<file path="src/rtl/sci_bus_arbiter.sv">
`default_nettype none
// ============================================================================
// Module   : sci_bus_arbiter
// Brief    : Two-master arbiter/sequencer for the SCI register bus. Each granted
//            request becomes a setup / strobe / hold bus cycle followed by an ack.
//            Define SCI_ARB_FIXED_PRIO_EN for fixed priority (master 0 wins ties);
//            round-robin otherwise.
// Revision : 1.0 - initial release
// ============================================================================
module sci_bus_arbiter #(
    parameter int ADDR_W     = 18,
    parameter int DATA_W     = 8,
    parameter int SETUP_CYC  = 1,
    parameter int STROBE_CYC = 2
) (
    input  logic              clk,
    input  logic              rst,
    input  logic              m0_req,
    input  logic              m0_we,
    input  logic [ADDR_W-1:0] m0_addr,
    input  logic [DATA_W-1:0] m0_wdata,
    output logic              m0_ack,
    output logic [DATA_W-1:0] m0_rdata,
    input  logic              m1_req,
    input  logic              m1_we,
    input  logic [ADDR_W-1:0] m1_addr,
    input  logic [DATA_W-1:0] m1_wdata,
    output logic              m1_ack,
    output logic [DATA_W-1:0] m1_rdata,
    output logic [ADDR_W-1:0] sciaddr,
    output logic [DATA_W-1:0] sciwdata,
    output logic              sciwstn,
    output logic              scird,
    input  logic [DATA_W-1:0] scirmxdata,
    output logic              busy
);

    generate
        if (SETUP_CYC < 1 || SETUP_CYC > 15) begin : g_bad_setup_cyc
            $error("sci_bus_arbiter: SETUP_CYC must be within 1..15");
        end
        if (STROBE_CYC < 1 || STROBE_CYC > 15) begin : g_bad_strobe_cyc
            $error("sci_bus_arbiter: STROBE_CYC must be within 1..15");
        end
    endgenerate

    localparam logic [3:0] c_setup_load  = 4'(SETUP_CYC - 1);
    localparam logic [3:0] c_strobe_load = 4'(STROBE_CYC - 1);

    typedef enum logic [2:0] {
        ST_IDLE   = 3'd0,
        ST_SETUP  = 3'd1,
        ST_STROBE = 3'd2,
        ST_HOLD   = 3'd3,
        ST_DONE   = 3'd4
    } state_t;

    state_t              r_state_q,    w_state_d;
    logic [3:0]          r_cnt_q,      w_cnt_d;
    logic                r_winner_q,   w_winner_d;
    logic                r_we_q,       w_we_d;
    logic [ADDR_W-1:0]   r_sciaddr_q,  w_sciaddr_d;
    logic [DATA_W-1:0]   r_sciwdata_q, w_sciwdata_d;
    logic                r_sciwstn_q,  w_sciwstn_d;
    logic                r_scird_q,    w_scird_d;
    logic                r_m0_ack_q,   w_m0_ack_d;
    logic                r_m1_ack_q,   w_m1_ack_d;
    logic [DATA_W-1:0]   r_m0_rdata_q, w_m0_rdata_d;
    logic [DATA_W-1:0]   r_m1_rdata_q, w_m1_rdata_d;
    logic                r_busy_q,     w_busy_d;
    logic                w_any_req;
    logic                w_grant;

`ifdef SCI_ARB_FIXED_PRIO_EN
    assign w_grant = ~m0_req;
`else
    logic                r_rr_last_q,  w_rr_last_d;

    // Master 1 wins only when alone, or on a tie when master 0 was served last.
    assign w_grant = m1_req & (~m0_req | ~r_rr_last_q);
`endif

    assign w_any_req = m0_req | m1_req;

    always_comb begin
        w_state_d    = r_state_q;
        w_cnt_d      = r_cnt_q;
        w_winner_d   = r_winner_q;
        w_we_d       = r_we_q;
        w_sciaddr_d  = r_sciaddr_q;
        w_sciwdata_d = r_sciwdata_q;
        w_sciwstn_d  = r_sciwstn_q;
        w_scird_d    = r_scird_q;
        w_m0_ack_d   = 1'b0;
        w_m1_ack_d   = 1'b0;
        w_m0_rdata_d = r_m0_rdata_q;
        w_m1_rdata_d = r_m1_rdata_q;
`ifndef SCI_ARB_FIXED_PRIO_EN
        w_rr_last_d  = r_rr_last_q;
`endif

        unique case (r_state_q)
            ST_IDLE: begin
                if (w_any_req) begin
                    w_winner_d   = w_grant;
                    w_we_d       = w_grant ? m1_we    : m0_we;
                    w_sciaddr_d  = w_grant ? m1_addr  : m0_addr;
                    w_sciwdata_d = w_grant ? m1_wdata : m0_wdata;
                    w_cnt_d      = c_setup_load;
                    w_state_d    = ST_SETUP;
                end
            end
            ST_SETUP: begin
                if (r_cnt_q == 4'd0) begin
                    w_cnt_d     = c_strobe_load;
                    w_scird_d   = ~r_we_q;
                    w_sciwstn_d = ~r_we_q;
                    w_state_d   = ST_STROBE;
                end else begin
                    w_cnt_d = r_cnt_q - 4'd1;
                end
            end
            ST_STROBE: begin
                if (r_cnt_q == 4'd0) begin
                    w_cnt_d     = 4'd0;
                    w_scird_d   = 1'b0;
                    w_sciwstn_d = 1'b1;
                    w_state_d   = ST_HOLD;
                    // Read data is sampled at the close of the final strobe cycle.
                    if (!r_we_q) begin
                        if (r_winner_q) begin
                            w_m1_rdata_d = scirmxdata;
                        end else begin
                            w_m0_rdata_d = scirmxdata;
                        end
                    end
                end else begin
                    w_cnt_d = r_cnt_q - 4'd1;
                end
            end
            ST_HOLD: begin
                w_cnt_d    = 4'd0;
                w_m0_ack_d = ~r_winner_q;
                w_m1_ack_d = r_winner_q;
`ifndef SCI_ARB_FIXED_PRIO_EN
                w_rr_last_d = r_winner_q;
`endif
                w_state_d  = ST_DONE;
            end
            ST_DONE: begin
                w_cnt_d   = 4'd0;
                w_state_d = ST_IDLE;
            end
            default: begin
                w_state_d = ST_IDLE;
            end
        endcase

        w_busy_d = (w_state_d != ST_IDLE);
    end

    always_ff @(posedge clk) begin
        if (rst) begin
            r_state_q    <= ST_IDLE;
            r_cnt_q      <= 4'd0;
            r_winner_q   <= 1'b0;
            r_we_q       <= 1'b0;
            r_sciaddr_q  <= '0;
            r_sciwdata_q <= '0;
            r_sciwstn_q  <= 1'b1;
            r_scird_q    <= 1'b0;
            r_m0_ack_q   <= 1'b0;
            r_m1_ack_q   <= 1'b0;
            r_m0_rdata_q <= '0;
            r_m1_rdata_q <= '0;
            r_busy_q     <= 1'b0;
`ifndef SCI_ARB_FIXED_PRIO_EN
            r_rr_last_q  <= 1'b1;
`endif
        end else begin
            r_state_q    <= w_state_d;
            r_cnt_q      <= w_cnt_d;
            r_winner_q   <= w_winner_d;
            r_we_q       <= w_we_d;
            r_sciaddr_q  <= w_sciaddr_d;
            r_sciwdata_q <= w_sciwdata_d;
            r_sciwstn_q  <= w_sciwstn_d;
            r_scird_q    <= w_scird_d;
            r_m0_ack_q   <= w_m0_ack_d;
            r_m1_ack_q   <= w_m1_ack_d;
            r_m0_rdata_q <= w_m0_rdata_d;
            r_m1_rdata_q <= w_m1_rdata_d;
            r_busy_q     <= w_busy_d;
`ifndef SCI_ARB_FIXED_PRIO_EN
            r_rr_last_q  <= w_rr_last_d;
`endif
        end
    end

    assign sciaddr  = r_sciaddr_q;
    assign sciwdata = r_sciwdata_q;
    assign sciwstn  = r_sciwstn_q;
    assign scird    = r_scird_q;
    assign m0_ack   = r_m0_ack_q;
    assign m1_ack   = r_m1_ack_q;
    assign m0_rdata = r_m0_rdata_q;
    assign m1_rdata = r_m1_rdata_q;
    assign busy     = r_busy_q;

endmodule
`default_nettype wire

</file>
<file path="config.mk">
export PLATFORM = sky130hd
export DESIGN_NAME = sci_bus_arbiter
export DESIGN_NICKNAME = d
export VERILOG_FILES = /design/src/rtl/sci_bus_arbiter.sv
export SDC_FILE = /design/constraint.sdc
export NUM_CORES = 1
export LEC_CHECK = 0
export CORE_MARGIN = 1.5
export CORE_UTILIZATION = 40
export DETAILED_ROUTE_END_ITERATION = 16
export HOLD_SLACK_MARGIN = 0.12
export PLACE_DENSITY_LB_ADDON = 0.25
export SLEW_MARGIN = 15
export SYNTH_ARGS = -nofsm -noshare
export SYNTH_HDL_FRONTEND = slang
export SYNTH_SLANG_ARGS = --single-unit
</file>
<file path="constraint.sdc">
create_clock -name clk -period 2.95 [get_ports clk]
set_input_delay 0.59 -clock clk [delete_from_list [all_inputs] [get_ports clk]]
set_output_delay 0.59 -clock clk [all_outputs]
set_load 0.02 [all_outputs]
</file>
==> flow_summary.json <==
{
  "ys_warn_count": 0,
  "hold_start": "m0_rdata[6]$_SDFFE_PP0P_",
  "max-cap-violations": 0,
  "dp_hpwl_um": 4240,
  "die_h_um": 80.9,
  "r2r_end": "m1_rdata[7]$_SDFFE_PP0P_",
  "grt_max_degree": 57,
  "combPwrFrac": 0.451,
  "grt_overflow_total": 0,
  "placed_cell_area_sq_mm": 0.00359,
  "design_area_sq_mm": 0.00376,
  "grt_pass1_vias": 2043,
  "netlist.area_leader.share": 0.470,
  "std_cell_rows": 28,
  "rsz0062_at_grt": "no",
  "via_per_inst": 4.93,
  "synth.most_common_cell": "dfxtp_1",
  "pwr-share-seq": 0.351,
  "fin_nets": 417,
  "post_cts_buffers": 0,
  "cpMaxStageDelayCell": "nand4b_1",
  "ys_ff_latch": 57,
  "synthTopCellsByCount": "dfxtp_1 (57), nor2_1 (52), mux2i_1 (46)",
  "worst_ep_required_time_ns": 3.13,
  "relSlewSlack": 0.568,
  "critPathCaptureType": "flop",
  "crit_fanout": 8,
  "drt_iter0_drc": 111,
  "drive_above_1_share": 0.0678,
  "wirelength_um": 6030,
  "clock_path_buffers": 2,
  "cts_hold_buf": 0,
  "drc": 0,
  "finalMaxSlewViolations": 0,
  "peakVddDrop_uv": 753,
  "power.switching_uw": 1190,
  "synth_edf_count": 0,
  "clock.fmax_mhz": 486,
  "synth_area_leader_cell": "dfxtp_1",
  "path_cells": "inv_1 > ha_1 > nor4b_4 > nand4b_1 > mux2i_1 > nor2_1",
  "area_growth_pct": 54.9,
  "antenna_cells": 0,
  "switching_share": 0.370,
  "synthArstFlopShare": 0,
  "hold_viol_final": 0,
  "clk_root_buffer_cell": "clkbuf_8",
  "synthTopCellsByArea": "dfxtp_1 (47%), mux2i_1 (19%), a211oi_1 (8.7%)",
  "holdPathEnd": "m0_rdata[6]$_SDFFE_PP0P_",
  "gp_congestion": 0.772,
  "pwr-share-clk": 0.198,
  "critical_path_arrival_ns": 2.24,
  "crit_path_start_kind": "flop",
  "cts-resized-gates": 0,
  "clk_pin_slew_ns": 0.07,
  "r2r_cells": 6,
  "p_int_uw": 2030,
  "r2r_start": "r_cnt_q[0]$_SDFFE_PP0P_",
  "grt_usage": 0.194,
  "final_util": 0.640,
  "die_area_sq_mm": 0.00655,
  "syn-cell-area_sq_mm": 0.00243,
  "holdPathStages": 2,
  "syn_avg_cell_area_sq_um": 10.1,
  "dr.pass1.iters": 4,
  "ff2ff_setup_slack_ns": 0.89,
  "h-tree-depth": 3,
  "yosysSeqAreaShare": 0.470,
  "ys.flop_type": "dfxtp_1",
  "slowest_delay_ns": 0.57,
  "antenna_found_initial": 0,
  "tightest_slew_ns": 0.648,
  "start_util": 0.413,
  "whs_ns": 0.495,
  "tritoncts": "built",
  "numCtsBuffers": 9,
  "finalCritPeriodShare": 0.698,
  "antenna_left": 0,
  "grt_first_pass_wirelength_um": 9540,
  "tns_ns": 0,
  "status": "complete, no violations",
  "io_buffers": 112,
  "setup_violations": 0,
  "avgRoutedWirePerCell_um": 14.1,
  "worst-setup-path-type": "flop to flop",
  "synth.distinct_cells": 35,
  "syn-instance-count": 240,
  "p_leak_uw": 0.00155,
  "min_path_type": "flop to flop",
  "num_io_pins": 113,
  "clock_skew_ns": 0.0110,
  "via_count": 2114,
  "clock-sinks": 57,
  "fp.dieW_um": 80.9,
  "p_per_area_mw_per_mm2": 856,
  "clk_latency_ns": 0.32,
  "period_needed_ns": 2.06,
  "syn-num-nets": 308,
  "core_sq_mm": 0.00589
}
[how the worst max path moves through the flow]
stage                                     to                     from  depth (start not counted)  slack (ns)
detailed placement  sciwdata[1]$_SDFFE_PP0P_                   m1_req                          5        0.72
finish              m1_rdata[7]$_SDFFE_PP0P_  r_cnt_q[0]$_SDFFE_PP0P_                          6        0.89
global placement     sciaddr[0]$_SDFFE_PP0P_                   m1_req                          5        0.76
CTS                 m1_rdata[7]$_SDFFE_PP0P_  r_cnt_q[0]$_SDFFE_PP0P_                          6        0.88
floorplan                r_we_q$_SDFFE_PP0P_                   m1_req                          5        1.39
global route        m1_rdata[3]$_SDFFE_PP0P_  r_cnt_q[0]$_SDFFE_PP0P_                          6        0.66
[kinds of logic (layout without fill, tap and decap cells)]
group	count (synthesis)	after routing	synth area share
buf+inv	20	134	0.0474
simple gates	73	73	0.152
xor+xnor	1	1	0.00361
compound gates	41	41	0.128
flops	57	57	0.470
fa+ha+maj	2	2	0.0103
mux	46	46	0.189
[routing by layer]
metal | routed length [um] | track usage | part of all wire
met5 | 0 | 0 | 0
met4 | 112 | 0.103 | 0.019
met3 | 298 | 0.0449 | 0.049
met2 | 3150 | 0.346 | 0.52
met1 | 2470 | 0.212 | 0.41
[stage by stage]
step	setup slack (ns)	power (uW)	std cells
after floorplan	1.39	2050	240
after global placement	0.756	2570	413
after detailed placement	0.724	2610	413
after CTS	0.882	3260	429
after global routing	0.657	3440	429
final	0.891	3220	429
[cells in the final DEF, fill, tap and decap left out, drive strengths merged, types with 2 or more instances in the layout]
cell type,netlist,routed
ha,2,2
a21oi,2,2
clkinv,0,3
nor4,2,2
buf,11,4
nor2,52,52
clkbuf,6,13
mux2i,46,46
nor4b,2,2
clkdlybuf4s50,0,111
nor3,4,4
dfxtp,57,57
nor2b,3,3
nand2,3,3
a211oi,28,28
o21ai,2,2
inv,3,3
[worst max-delay path, delay by kind of cell, from the launching register on]
| kind | cells | cell delay, ns |
|---|---|---|
| fa+ha+maj | 1 | 0.19 |
| buf+inv | 1 | 0.09 |
| flops | 1 | 0.35 |
| mux | 1 | 0.33 |
| simple gates | 3 | 0.95 |
[layout make-up]
class,count,area [sq um]
fillers,527,2120
flip-flops and latches,57,1140
repair buffers,115,1150
well taps,75,93.8
multi-input cells,163,1190
clock inverters,3,15.0
clock buffers,13,159
inverters,3,11.3
[sequential cells by signal, indices dropped and copies added (netlist names), 3 cells and up]
| name | count |
|---|---|
| m0_rdata | 8 |
| r_cnt_q | 4 |
| r_state_q | 3 |
| sciaddr | 18 |
| m1_rdata | 8 |
| sciwdata | 8 |
[power groups by stage]
stage,registers (uW),logic (uW),clock network (uW)
finish,1130,1450,639
global route,1160,1580,695
CTS,1130,1470,660
detailed placement,1150,1460,0
global placement,1140,1430,0
floorplan,1330,721,0
Note: power is estimated with default switching activity, not from simulation.
==> patch 1, RTL diff (config.mk and constraints unchanged) <==
Set the parameter `ADDR_W` to 14 (it was 18).
--- a/src/rtl/sci_bus_arbiter.sv
+++ b/src/rtl/sci_bus_arbiter.sv
@@ -8,7 +8,7 @@
 // Revision : 1.0 - initial release
 // ============================================================================
 module sci_bus_arbiter #(
-    parameter int ADDR_W     = 18,
+    parameter int ADDR_W     = 14,
     parameter int DATA_W     = 8,
     parameter int SETUP_CYC  = 1,
     parameter int STROBE_CYC = 2
Interface: changed (resized m0_addr, m1_addr and sciaddr); port bits go from 113 to 101. No check against the original RTL was run, so the function may have changed too.
==> patch 1 against the unedited design <==
- synthesized area down 8.3%
- highest routed layer unchanged
- non-clock buffer count down 12
- wire length down 16%
- sequential cell count down 4
- final area down 10%
- setup slack worse by 0.12 ns
- total power down 11%
- via count down 8.7%
- fmax down 5.5%
==> patch 1: results (changes against the unedited design) <==
[critical_path]
crit_family = simple AND/OR/NAND/NOR gates  ; unchanged
cp_max_fo = 7  ; was 8
critPathMaxStageDelay_ns = 0.69  ; was 0.57 ns
arrival_ns = 2.37  ; was 2.24 ns
critPathSlowestCell = nor3b_1  ; was nand4b_1
r2r_start = r_cnt_q[0]$_SDFFE_PP0P_  ; unchanged
cp-start-kind = register  ; unchanged

[power_and_ir_drop]
leakage_nw = 1.409  ; was 1.549 nW
irDropWorstVdd_mv = 0.4644  ; was 0.7531 mV
internal-power_w = 0.001777  ; was 0.002030 W

[synthesis]
ys_warn_count = 0  ; unchanged
synthFlopType = dfxtp_1  ; unchanged
synth_nets = 287  ; was 308
yosysSeqAreaShare_pct = 47.61  ; was 46.96%
synthTopCellsByCount = 53 x dfxtp_1, 49 x nor2_1, 40 x mux2i_1  ; was 57 x dfxtp_1, 52 x nor2_1, 46 x mux2i_1
synthArstFlopShare_pct = 0  ; unchanged
synthTopCellsByArea = dfxtp_1 48%, mux2i_1 18%, nor2_1 8.3%, a211oi_1 8.1%, clkbuf_1 1.3%  ; was dfxtp_1 47%, mux2i_1 19%, a211oi_1 8.7%, nor2_1 8.0%, nor4b_4 2.0%
ys_types = 35  ; unchanged

[sta]
maxSlewHeadroom_pct = 44.34  ; was 56.77%
finClkSkew_ns = 0.004098  ; was 0.01102 ns
setup_violations = 0  ; unchanged

[route]
wl_per_cell_microns = 12.95  ; was 14.05 microns
post_drt_via_cell_ratio = 4.939  ; was 4.928
initialDrtViolationCount = 69  ; was 111

[global_routing]
track_usage_pct = 17.89  ; was 19.40%
grt_max_degree = 45  ; was 57
grt_pass1_wl_mm = 8.638  ; was 9.535 mm

[cts]
cts_buffer_depth = 2  ; unchanged
insertion_delay_ns = 0.30  ; was 0.32 ns
cts_max_level = 2  ; was 3
cts_resized = 0  ; unchanged
cts_buffers = 5  ; was 9
path_clk_slew_ns = 0.09  ; was 0.07 ns

[min_path]
hp-start = sciwstn$_SDFFE_PP1P_  ; was m0_rdata[6]$_SDFFE_PP0P_
hp-class = reg -> reg  ; unchanged

[cells_and_area]
final_layout_size_suffix_gt1_share_pct = 5.296  ; was 6.780%
diodes = 0  ; unchanged
final_nets = 380  ; was 417
largest_reg_flops = 14  ; was 18
fill_cells = 479  ; was 527

[outcome]
status = completed  ; unchanged

[placed_design]
placed_cell_area_sq_um = 3282  ; was 3591 sq um
portBuffers = 100  ; was 112
hpwl_mm = 3.701  ; was 4.239 mm
place_congestion = 0.7633  ; was 0.7717

==> patch 1: power groups by stage <==
stage | Sequential, W | Clock [W] | Combinational (W)
floorplan | 0.00126 | 0 | 0.000663
global placement | 0.00107 | 0 | 0.00136
detailed placement | 0.00108 | 0 | 0.00138
CTS | 0.00106 | 0.000434 | 0.00139
global route | 0.00110 | 0.000461 | 0.00150
finish | 0.00106 | 0.000419 | 0.00138
==> patch 1: final timing paths <==
check / cells past startpoint / slack (ns) / endpoint
worst max-delay path: 5 / 0.77 / sciwstn$_SDFFE_PP1P_
worst min-delay path: 1 / 0.47 / sciwstn$_SDFFE_PP1P_
worst max register to register: 5 / 0.77 / sciwstn$_SDFFE_PP1P_
worst min register to register: 1 / 0.47 / sciwstn$_SDFFE_PP1P_
==> patch 1: layout make-up <==
cell class / count / area (sq um) / share of cell area [%]
well taps: 70 / 87.58 / 2.593
flip-flops and latches: 53 / 1061 / 31.41
clock inverters: 2 / 13.76 / 0.4074
repair buffers: 103 / 1031 / 30.52
multi-input cells: 153 / 1087 / 32.19
inverters: 4 / 15.01 / 0.4444
clock buffers: 6 / 82.58 / 2.444
==> patch 1: cells by family after synthesis <==
group / Yosys count / synth area share (%)
xor gates and xnor gates: 1 / 0.3931
and+or+nand+nor: 70 / 14.82
DFF: 53 / 47.61
adders and majority gates: 2 / 1.123
buffers and inverters: 21 / 4.435
muxes: 40 / 17.97
AOI/OAI and AO/OA: 40 / 13.64
==> patch 1: stage by stage <==
| stage | std cells | utilization (%) | setup WS [ns] | power, W |
|---|---|---|---|---|
| global placement | 383 | 62.66 | 0.7443 | 0.002436 |
| detailed placement | 383 | 62.66 | 0.6104 | 0.002456 |
| CTS | 391 | 64.50 | 0.7658 | 0.002885 |
| finish | 391 | 64.50 | 0.7714 | 0.002858 |
| global route | 391 | 64.50 | 0.6565 | 0.003059 |
| floorplan | 227 | - | 1.016 | 0.001921 |
==> patch 1: routing by layer <==
layer  routed length, microns  global-route usage [%]  vias to the layer above
met2                     2398                   30.35                       61
met5                        0                       0                        -
met4                       51                   5.091                        0
met3                      436                   7.294                        7
met1                     2178                   20.58                      866
li1                         -                       -                      997
==> patch 1: worst reg2reg max path, cell delays in order, from the launching register on <==
cell and delay (ns):
dfxtp_1 0.36, inv_1 0.09, ha_1 0.15, nor3b_1 0.69
nand3b_1 0.32, a2111o_1 0.47
==> patch 2, RTL diff (same settings) <==
Without the edit above. Take the reset off `r_sciaddr_q`, `r_sciwdata_q`, `r_m0_rdata_q` and `r_m1_rdata_q` and load them in a clocked block of their own.
--- a/src/rtl/sci_bus_arbiter.sv
+++ b/src/rtl/sci_bus_arbiter.sv
@@ -165,14 +165,10 @@
             r_cnt_q      <= 4'd0;
             r_winner_q   <= 1'b0;
             r_we_q       <= 1'b0;
-            r_sciaddr_q  <= '0;
-            r_sciwdata_q <= '0;
             r_sciwstn_q  <= 1'b1;
             r_scird_q    <= 1'b0;
             r_m0_ack_q   <= 1'b0;
             r_m1_ack_q   <= 1'b0;
-            r_m0_rdata_q <= '0;
-            r_m1_rdata_q <= '0;
             r_busy_q     <= 1'b0;
 `ifndef SCI_ARB_FIXED_PRIO_EN
             r_rr_last_q  <= 1'b1;
@@ -182,19 +178,22 @@
             r_cnt_q      <= w_cnt_d;
             r_winner_q   <= w_winner_d;
             r_we_q       <= w_we_d;
-            r_sciaddr_q  <= w_sciaddr_d;
-            r_sciwdata_q <= w_sciwdata_d;
             r_sciwstn_q  <= w_sciwstn_d;
             r_scird_q    <= w_scird_d;
             r_m0_ack_q   <= w_m0_ack_d;
             r_m1_ack_q   <= w_m1_ack_d;
-            r_m0_rdata_q <= w_m0_rdata_d;
-            r_m1_rdata_q <= w_m1_rdata_d;
             r_busy_q     <= w_busy_d;
 `ifndef SCI_ARB_FIXED_PRIO_EN
             r_rr_last_q  <= w_rr_last_d;
 `endif
         end
+    end
+
+    always_ff @(posedge clk) begin
+        r_sciaddr_q  <= w_sciaddr_d;
+        r_sciwdata_q <= w_sciwdata_d;
+        r_m0_rdata_q <= w_m0_rdata_d;
+        r_m1_rdata_q <= w_m1_rdata_d;
     end
 
     assign sciaddr  = r_sciaddr_q;
Check against the original RTL: not equivalent (a bounded check fails within 4 cycles, from zero or initial values and one cycle with rst high).
==> patch 2 against the unedited design <==
- clock power fell by 6.9%
- final area fell by 1.7%
- hold slack improved by 0.0021 ns
- fmax barely moved
- setup slack got worse by 0.0011 ns
- critical path depth fell by 1
- total power fell by 4.3%
- wire length fell by 12%
- clock skew fell by 0.0050 ns
- synthesized area fell by 4.7%
- non-clock buffer count rose by 1
- sequential cell count did not move
- critical endpoint is now m1_rdata[5]$_DFFE_PP_
- highest routed layer unchanged
==> patch 2: results (changes against the unedited design) <==
[route]
wl_mm = 5.282  ; was 6.028 mm
met1_length_mm = 2.095  ; was 2.469 mm
initialDrtViolationCount = 80  ; was 111
dr_wl_met2_mm = 2.717  ; was 3.147 mm
wl_met3_microns = 355  ; was 298 microns
wl_per_cell_microns = 15.13  ; was 14.05 microns
num_vias = 1690  ; was 2114

[synthesis]
synthArstFlopShare_pct = 0  ; unchanged
syn_area_per_cell_sq_um = 15.14  ; was 10.12 sq um
synthFlopType = edfxtp_1  ; was dfxtp_1
synthTopCellsByCount = 42 x edfxtp_1, 27 x mux2_2, 15 x dfxtp_1  ; was 57 x dfxtp_1, 52 x nor2_1, 46 x mux2i_1
yosysSeqAreaShare_pct = 67.42  ; was 46.96%
ys_types = 37  ; was 35
synth_nets = 221  ; was 308
synthTopCellsByArea = edfxtp_1 54%, mux2_2 13%, dfxtp_1 13%, nor2_1 1.8%, mux2i_1 1.3%  ; was dfxtp_1 47%, mux2i_1 19%, a211oi_1 8.7%, nor2_1 8.0%, nor4b_4 2.0%
synth_edf_count = 42  ; was 0

[cells_and_area]
num-nonclk-inverters = 2  ; was 3
num-nonclk-buffers = 116  ; was 115
clock_tree_area_fraction_pct = 4.430  ; was 4.619%
clkbuf_count = 12  ; was 13
final_nets = 340  ; was 417
seq_cells = 57  ; unchanged
fill_cells = 442  ; was 527
buf_share_pct = 31.11  ; was 30.57%
multi_input_area_sq_um = 725.7  ; was 1194 sq um
multi_input_gates = 86  ; was 163

[sta]
finClkSkew_ns = 0.006064  ; was 0.01102 ns
maxSlewHeadroom_pct = 49.96  ; was 56.77%

[cts]
cts_max_level = 3  ; unchanged

[placed_design]
place_ws_ns = 0.6727  ; was 0.7238 ns
hpwl_mm = 3.900  ; was 4.239 mm
numPlacedInstances = 333  ; was 413
place_congestion = 0.8100  ; was 0.7717
placed_cell_area_sq_um = 3536  ; was 3591 sq um

[floorplan]
core_area_sq_um = 5540  ; was 5886 sq um

[outcome]
status = completed  ; unchanged

[global_routing]
grt_max_degree = 29  ; was 57
track_usage_pct = 18.01  ; was 19.40%
use_met1_pct = 21.08  ; was 21.20%
grtUsageMet2_pct = 30.26  ; was 34.58%
grt_pass1_vias = 1637  ; was 2043
grt_pass1_wl_mm = 8.252  ; was 9.535 mm

[critical_path]
critPathMaxStageDelay_ns = 0.62  ; was 0.57 ns
arrival_ns = 2.08  ; was 2.24 ns

[power_and_ir_drop]
irDropWorstVdd_mv = 0.6709  ; was 0.7531 mV
leakage_nw = 1.324  ; was 1.549 nW

-- patch 2: changes by cell type after synthesis, sizes merged, moves of 2 or more --
cell,unedited run,this run
mux2i,46,3
dfxtp,57,15
edfxtp,0,42
nor2,52,11
mux2,0,27
a211oi,28,2
buf,11,6
clkbuf,6,2
a21oi,2,5
a2111oi,0,2
nand2b,1,3
nor3,4,2
nor3b,1,3
-- patch 2: path summary, 6_finish.rpt --
check | to | slack, ns | cells after the start
min reg2reg | scird$_SDFFE_PP0P_ | 0.50 | 2
min | scird$_SDFFE_PP0P_ | 0.50 | 2
max | m1_rdata[5]$_DFFE_PP_ | 0.89 | 5
max reg2reg | m1_rdata[5]$_DFFE_PP_ | 0.89 | 5
-- patch 2: worst register-to-register path, delay by kind of cell (launching register included) --
family / cells / cell delay [ns]
flip-flops: 1 / 0.35
adder cells (fa/ha/maj): 1 / 0.16
buffers and inverters: 2 / 0.32
AND/OR/NAND/NOR: 2 / 0.94
-- patch 2: logic make-up after synthesis --
group	Yosys count	synth area share, %
xor+xnor	1	0.3782
fa+ha+maj	2	1.080
flops	57	67.42
mux	30	14.42
simple gates	34	8.644
buf+inv	10	2.053
compound gates	19	5.997
-- patch 2: report_power, final --
group / internal [W] / total [W] / switching (W)
Clock: 0.000320 / 0.000595 / 0.000274
Sequential: 0.00115 / 0.00128 / 0.000132
Combinational: 0.000588 / 0.00121 / 0.000618
-- patch 2: metrics by stage --
stage,hold WS (ns),util [%]
2_1_floorplan,0.4434,-
3_3_place_gp,0.4725,63.82
3_5_place_dp,0.4943,63.82
4_1_cts,0.5007,66.78
5_1_grt,0.5214,66.78
6_report,0.4966,66.78
